==> src/rtl/ram_bank_arb.sv <==
// ram_bank_arb -- two-port arbiter in front of a single-ported RAM bank.
//
// Each cycle at most one of the two requesters is issued to the RAM. The
// grant pulse and the RAM controls register together at the same edge. A
// port that is granted is masked for the following cycle, so a request
// that is still held is not counted twice. Read data comes back one cycle
// after ram_re and is steered to the port that issued the read.
//
// Optional build macro:
//   RAM_ARB_FIXED_PRIO_EN  port 0 always wins contention (port 1 may starve).
//                          When it is undefined, contention is round-robin.
//
// Ports:
//   clk, rst_n            clock; asynchronous active-low reset
//   req_i[p], we_i[p]     access request and write flag for port p
//   addr_i[p], wdata_i[p] access address and write data for port p
//   gnt_o[p]              one-cycle pulse: access issued to RAM this cycle
//   rvalid_o[p]           one-cycle pulse: rdata_o carries port p's result
//   rdata_o               shared read data
//   ram_en/we/re          registered RAM controls (we and re are exclusive)
//   ram_addr_w/r, ram_d_w registered RAM write/read address and write data
//   ram_d_r               RAM read data, valid the cycle after ram_re
module ram_bank_arb #(
  parameter int ADDR_BIT = 3,
  parameter int DATA_BIT = 16
) (
  input  logic                     clk,
  input  logic                     rst_n,
  input  logic [1:0]               req_i,
  input  logic [1:0]               we_i,
  input  logic [1:0][ADDR_BIT-1:0] addr_i,
  input  logic [1:0][DATA_BIT-1:0] wdata_i,
  output logic [1:0]               gnt_o,
  output logic [1:0]               rvalid_o,
  output logic [DATA_BIT-1:0]      rdata_o,
  output logic                     ram_en,
  output logic                     ram_we,
  output logic                     ram_re,
  output logic [ADDR_BIT-1:0]      ram_addr_w,
  output logic [ADDR_BIT-1:0]      ram_addr_r,
  output logic [DATA_BIT-1:0]      ram_d_w,
  input  logic [DATA_BIT-1:0]      ram_d_r
);

  logic [1:0] elig;
  logic       any;
  logic       win;       // index of the winning port this cycle
  logic       rd_owner;  // port that owns the read currently on ram_re

  // A port granted last cycle is still holding req; skip it once.
  assign elig = req_i & ~gnt_o;
  assign any  = |elig;

`ifdef RAM_ARB_FIXED_PRIO_EN
  // Port 0 wins whenever it is eligible.
  assign win = ~elig[0];
`else
  logic last_gnt;

  // Contention goes to the port that did not win last; otherwise the lone
  // eligible port wins.
  always_comb begin
    win = elig[1];
    if (&elig) win = ~last_gnt;
  end

  // Reset value 1 hands port 0 the first contention.
  always_ff @(posedge clk or negedge rst_n) begin
    if (!rst_n)   last_gnt <= 1'b1;
    else if (any) last_gnt <= win;
  end
`endif

  // Issue stage: grant pulse and RAM controls register together.
  always_ff @(posedge clk or negedge rst_n) begin
    if (!rst_n) begin
      gnt_o      <= '0;
      ram_en     <= 1'b0;
      ram_we     <= 1'b0;
      ram_re     <= 1'b0;
      ram_addr_w <= '0;
      ram_addr_r <= '0;
      ram_d_w    <= '0;
      rd_owner   <= 1'b0;
    end else if (any) begin
      gnt_o  <= win ? 2'b10 : 2'b01;
      ram_en <= 1'b1;
      ram_we <= we_i[win];
      ram_re <= ~we_i[win];
      if (we_i[win]) begin
        ram_addr_w <= addr_i[win];
        ram_d_w    <= wdata_i[win];
      end else begin
        ram_addr_r <= addr_i[win];
        rd_owner   <= win;
      end
    end else begin
      // Addresses and write data hold while idle.
      gnt_o  <= '0;
      ram_en <= 1'b0;
      ram_we <= 1'b0;
      ram_re <= 1'b0;
    end
  end

  // Return stage: the RAM answers the cycle after ram_re, so the owner tag
  // simply follows ram_re by one register. Reset drops an in-flight read.
  always_ff @(posedge clk or negedge rst_n) begin
    if (!rst_n)      rvalid_o <= '0;
    else if (ram_re) rvalid_o <= rd_owner ? 2'b10 : 2'b01;
    else             rvalid_o <= '0;
  end

  // ram_d_r is only meaningful while a return is in flight; gate it so the
  // shared bus reads zero otherwise, including during reset.
  assign rdata_o = (|rvalid_o) ? ram_d_r : '0;

endmodule

==> config.mk <==
export PLATFORM = sky130hd
export DESIGN_NAME = ram_bank_arb
export DESIGN_NICKNAME = d
export VERILOG_FILES = /design/src/rtl/ram_bank_arb.sv
export SDC_FILE = /design/constraint.sdc
export NUM_CORES = 1
export LEC_CHECK = 0
export ABC_CLOCK_PERIOD_IN_PS = 1700
export BUFFER_PORTS_ARGS = -buffer_cell sky130_fd_sc_hd__clkbuf_2
export CELL_PAD_IN_SITES_DETAIL_PLACEMENT = 0
export CELL_PAD_IN_SITES_GLOBAL_PLACEMENT = 1
export CORE_ASPECT_RATIO = 1.75
export CORE_MARGIN = 4
export CORE_UTILIZATION = 24
export CTS_CLUSTER_DIAMETER = 120
export DETAILED_ROUTE_END_ITERATION = 10
export GPL_ROUTABILITY_DRIVEN = 1
export PLACE_DENSITY_LB_ADDON = 0.1
export SLEW_MARGIN = 40
export SYNTH_ARGS = -nofsm -noshare
export SYNTH_HDL_FRONTEND = slang
export SYNTH_SLANG_ARGS = --single-unit
export TNS_END_PERCENT = 20
==> constraint.sdc <==
create_clock -name clk -period 1.7 [get_ports clk]
set_input_delay 0.51 -clock clk [delete_from_list [all_inputs] [get_ports clk]]
set_output_delay 0.51 -clock clk [all_outputs]
set_load 0.005 [all_outputs]
== Word level (Yosys, flattened, before mapping) ==
Index checks and enable logic that the tools add are counted.
Storage, ports and cells
  register bits after elaboration: 31
  input bits: 60
  output and inout bits: 45
Cells by class
  order comparisons: 1
  muxes and demuxes: 15
  bitwise operators: 4
  reduce and logical (&&, ||, !) cells: 5
Operators with widths (number)
  $mux 16: 3
  $mux 2: 4
  $mux 1: 6
  $mux 3: 2
  $reduce_and 2->1: 3
  $reduce_or 2->1: 2
  $and 2x2->2: 1
  $lt 1x2->1 const B: 1
  $not 1->1: 2
  $not 2->2: 1

== Logic depth before layout (Yosys ltp) ==
  depth after elaboration: 8
  mapped depth: 6

== Worst setup path after synthesis ==
No wires, ideal clock.
  path kind: register to output
  start point: reg rvalid_o[1]
  end point: out rdata_o[10]
  data arrival time: 1.039 ns
  path slack: 0.151 ns
  stages on the path, launching flop included: 4
  path buffers: 1
  cells stage by stage: dfrtp_1 -> nor2_1 -> clkbuf_1 -> nor2b_1
On the way
  cells in the longest elaborated chain, start to end: 2
RTL lines
  start: declaration: line 34  | output logic [1:0] rvalid_o,
  start signal: assignment: line 110  | else if (ram_re) rvalid_o <= rd_owner ? 2'b10 : 2'b01;
  $reduce_or 2->1: line 116  | assign rdata_o = (|rvalid_o) ? ram_d_r : '0;
  $mux 16: line 116
  end: declaration: line 35  | output logic [DATA_BIT-1:0] rdata_o,
No other way between the ends.

== Final worst setup path ==
  start point: reg rvalid_o[1]
  end point: out rdata_o[2]
Same word-level chain as after synthesis.

==> flow_summary.html <==
<table>
<tr><th>Metric</th><th>Value</th></tr>
<tr><th colspan="2">Outcome</th></tr>
<tr><td>Outcome</td><td>finished, final reports clean</td></tr>
<tr><th colspan="2">Timing</th></tr>
<tr><td>Max-slew violation total from the final report</td><td>0</td></tr>
<tr><td>Final worst slack</td><td>0.07340 ns</td></tr>
<tr><td>Min Tclk post-route</td><td>1.627 ns</td></tr>
<tr><td>Unrepaired setup endpoints after global routing</td><td>no</td></tr>
<tr><td>Rel. slew slack</td><td>0.7091</td></tr>
<tr><td>Max Clk Rate</td><td>614.8 MHz</td></tr>
<tr><td>Setup TNS Final</td><td>0 ns</td></tr>
<tr><td>Fin Clk Skew</td><td>0.009665 ns</td></tr>
<tr><td>Least-Margin Pin Slew</td><td>0.4364 ns</td></tr>
<tr><td>Final setup viols</td><td>0</td></tr>
<tr><td>Final period utilization</td><td>0.9568</td></tr>
<tr><td>Final Hold Vio Count</td><td>0</td></tr>
<tr><th colspan="2">Logic synthesis</th></tr>
<tr><td>Total of flip-flops plus latches after synthesis</td><td>31</td></tr>
<tr><td>Gate count of the mapped netlist</td><td>175</td></tr>
<tr><td>Synth top area share</td><td>0.4415</td></tr>
<tr><td>Synth Cell Area</td><td>0.001700 sq mm</td></tr>
<tr><td>Syn_area_per_cell</td><td>9.716 sq um</td></tr>
<tr><td>Synth Warn #</td><td>0</td></tr>
<tr><td>Post-Synthesis Net Count</td><td>235</td></tr>
<tr><td>Part of the Yosys area used for sequential elements</td><td>0.4570</td></tr>
<tr><td>Cell type with the largest total area after synthesis</td><td>dfrtp_1</td></tr>
<tr><td>Largest cells by area after synthesis</td><td>dfrtp_1 (44%), inv_1 (9.5%), a221oi_2 (8.8%)</td></tr>
<tr><td>Post-synth cell types</td><td>29</td></tr>
<tr><th colspan="2">Die</th></tr>
<tr><td>Std cell rows</td><td>40</td></tr>
<tr><td>Area enclosed by the die boundary</td><td>0.008549 sq mm</td></tr>
<tr><td>Y dimension of the die</td><td>119.4 um</td></tr>
<tr><td>DIE WIDTH</td><td>71.63 um</td></tr>
<tr><td>Top-level I/O count</td><td>105</td></tr>
<tr><td>Initial core utilization</td><td>0.2462</td></tr>
<tr><td>Core outline area</td><td>0.006907 sq mm</td></tr>
<tr><th colspan="2">Layout</th></tr>
<tr><td>Layout Area Growth over Synthesis</td><td>51.58%</td></tr>
<tr><td>Inserted Diodes</td><td>0</td></tr>
<tr><td>Total of fill cells in the finished design</td><td>755</td></tr>
<tr><td>Footprint of the multi-input gates</td><td>694.4 sq um</td></tr>
<tr><td>Final Non-Filler Cells</td><td>372</td></tr>
<tr><td>Commonest non-fill, non-tap cell in the layout</td><td>clkbuf_2</td></tr>
<tr><td>Post-layout nets</td><td>347</td></tr>
<tr><td>Ratio of cells with drive above 1 in the final layout</td><td>0.5000</td></tr>
<tr><td>Commonest non-fill, non-tap cells in the layout</td><td>clkbuf_2 (104), inv_1 (43), dfrtp_1 (30), nor3_1 (19), nor2b_1 (16)</td></tr>
<tr><td>Final core utilization</td><td>0.3732</td></tr>
<tr><td>Sequential Area</td><td>777.0 sq um</td></tr>
<tr><th colspan="2">Job</th></tr>
<tr><td>MaxCap Viol Count</td><td>0</td></tr>
<tr><th colspan="2">Clock tree</th></tr>
<tr><td>Post-CTS clock slew at the launch and capture registers of the worst setup and hold paths</td><td>0.06 ns</td></tr>
<tr><td>Number of H-tree branching levels</td><td>2</td></tr>
<tr><td>Post-CTS setup buffer count</td><td>0</td></tr>
<tr><td>TritonCTS clock tree</td><td>built</td></tr>
<tr><td>CTS buffer count</td><td>5</td></tr>
<tr><td>Post-cts gate resize count</td><td>0</td></tr>
<tr><td>Clock tree root buffer cell</td><td>clkbuf_16</td></tr>
<tr><td>TritonCTS Sinks</td><td>31</td></tr>
<tr><td>Maximum buffer depth of the clock tree</td><td>2</td></tr>
<tr><td>Worst-Skew Late Latency</td><td>0.27 ns</td></tr>
<tr><td>CTS Hold Bufs</td><td>0</td></tr>
<tr><th colspan="2">Setup path</th></tr>
<tr><td>Worst flop-to-flop path startpoint</td><td>last_gnt</td></tr>
<tr><td>Critical Path Sink Type</td><td>output port</td></tr>
<tr><td>Startpoint type of the worst setup path</td><td>register</td></tr>
<tr><td>Worst endpoint required time</td><td>1.19 ns</td></tr>
<tr><td>Slack of the worst reg-to-reg path</td><td>0.23 ns</td></tr>
<tr><td>R2R Path End</td><td>ram_d_w[4]</td></tr>
<tr><td>Arrival time of data at the critical path endpoint</td><td>1.12 ns</td></tr>
<tr><td>FF-to-FF path depth</td><td>4</td></tr>
<tr><td>Critical Path Fanout Max</td><td>8</td></tr>
<tr><td>Kind of critical path</td><td>reg -&gt; out</td></tr>
<tr><th colspan="2">Route</th></tr>
<tr><td>Initial DRC count</td><td>25</td></tr>
<tr><td>Total number of vias</td><td>1625</td></tr>
<tr><td>Detailed-route wire length</td><td>5477 um</td></tr>
<tr><td>DRC viols</td><td>0</td></tr>
<tr><td>Routed via count divided by cell count</td><td>4.368</td></tr>
<tr><td>Antenna Violating Nets Remaining</td><td>0</td></tr>
<tr><td>Number of iterations in the first detailed-routing pass</td><td>2</td></tr>
<tr><td>Routed wire length per instance</td><td>14.72 um</td></tr>
<tr><th colspan="2">Power</th></tr>
<tr><td>Worst ir drop on vdd</td><td>0.5249 mV</td></tr>
<tr><td>Power density cells</td><td>1204 mW/mm^2</td></tr>
<tr><td>Leakage component of the power</td><td>1.430 nW</td></tr>
<tr><th colspan="2">GRT</th></tr>
<tr><td>Initial antenna violation count</td><td>0</td></tr>
<tr><td>Wire length of the first global-routing pass</td><td>8852 um</td></tr>
<tr><td>Largest net degree at the start of global routing</td><td>21</td></tr>
<tr><td>All-Layer GR Usage</td><td>0.1328</td></tr>
<tr><td>Number of global-route vias before repair</td><td>1776</td></tr>
<tr><td>Overall overflow remaining after global route</td><td>0</td></tr>
<tr><th colspan="2">Placement</th></tr>
<tr><td>RD Place Congestion</td><td>0.7316</td></tr>
<tr><td># port buffers</td><td>104</td></tr>
<tr><td>Number of placed cells counting well taps</td><td>363</td></tr>
<tr><td>Worst setup slack before clock tree synthesis</td><td>0.07743 ns</td></tr>
<tr><td>Post-DP HPWL</td><td>4448 um</td></tr>
<tr><th colspan="2">Worst hold path</th></tr>
<tr><td>Path category of the worst min-delay check</td><td>in -&gt; async</td></tr>
</table>
cell usage after synthesis, drive strengths merged:
| cell | number |
|---|---|
| a2111oi | 3 |
| a211o | 1 |
| a21o | 1 |
| a21oi | 1 |
| a221oi | 19 |
| a22o | 1 |
| a2bb2oi | 1 |
| and2 | 2 |
| and2b | 1 |
| and3b | 2 |
| buf | 11 |
| clkbuf | 2 |
| dfrtp | 30 |
| dfstp | 1 |
| inv | 43 |
| nand2 | 1 |
| nand2b | 2 |
| nand3b | 2 |
| nor2 | 3 |
| nor2b | 17 |
| nor3 | 19 |
| nor3b | 1 |
| nor4 | 6 |
| o211a | 3 |
| o21ai | 2 |
sequential cells by signal (all words and copies together) (netlist names):
register,cells
ram_addr_w,3
ram_en,1
last_gnt,1
gnt_o,2
rvalid_o,2
ram_d_w,16
ram_re,1
ram_addr_r,3
rd_owner,1
ram_we,1
logic make-up after synthesis:
logic type | Yosys count | synth area share
compound gates | 32 | 0.2031
buf+inv | 56 | 0.1442
flops | 31 | 0.4570
simple gates | 56 | 0.1957
worst max path at each step:
stage | endpoint | from | cells past startpoint | slack (ns)
6_report | rdata_o[2] | rvalid_o[1] | 4 | 0.07
5_1_grt | rdata_o[2] | rvalid_o[1] | 4 | 0.01
2_1_floorplan | rdata_o[10] | rvalid_o[1] | 3 | 0.15
4_1_cts | rdata_o[2] | rvalid_o[1] | 4 | 0.03
3_5_place_dp | ram_addr_r[1] | we_i[1] | 4 | 0.08
3_3_place_gp | ram_addr_r[2] | req_i[1] | 5 | 0.08
through the flow:
stage / area [sq um] / hold WS [ns] / total power, W
3_3_place_gp: 2396 / 0.4438 / 0.002187
5_1_grt: 2577 / 0.1946 / 0.003339
4_1_cts: 2552 / 0.1847 / 0.003134
6_report: 2577 / 0.1715 / 0.003104
3_5_place_dp: 2396 / 0.4486 / 0.002187
2_1_floorplan: 1700 / 0.2144 / 0.001637
layer usage:
layer,up-vias,wire length [um],track usage
li1,823,-,-
met1,744,1983,0.1387
met2,51,3053,0.2488
met3,7,341,0.03463
met4,0,99,0.04353
met5,-,0,0
critical path: stages, from the launching register on:
cell      delay, ns
dfrtp_1        0.40
nor2_4         0.14
buf_6          0.14
nor2b_1        0.05
clkbuf_2       0.11
where the power goes:
group / switching, W / internal, W
Combinational: 0.000529 / 0.000562
Sequential: 0.000129 / 0.000960
Clock: 0.000301 / 0.000622
final cells by class:
class | instances | share of cell area
Clock buffer | 8 | 0.06068
Sequential cell | 31 | 0.3015
Multi-Input combinational cell | 88 | 0.2694
Inverter | 43 | 0.06262
Timing Repair Buffer | 118 | 0.2650
Tap cell | 84 | 0.04078
Power figures use the tool's default switching activity.
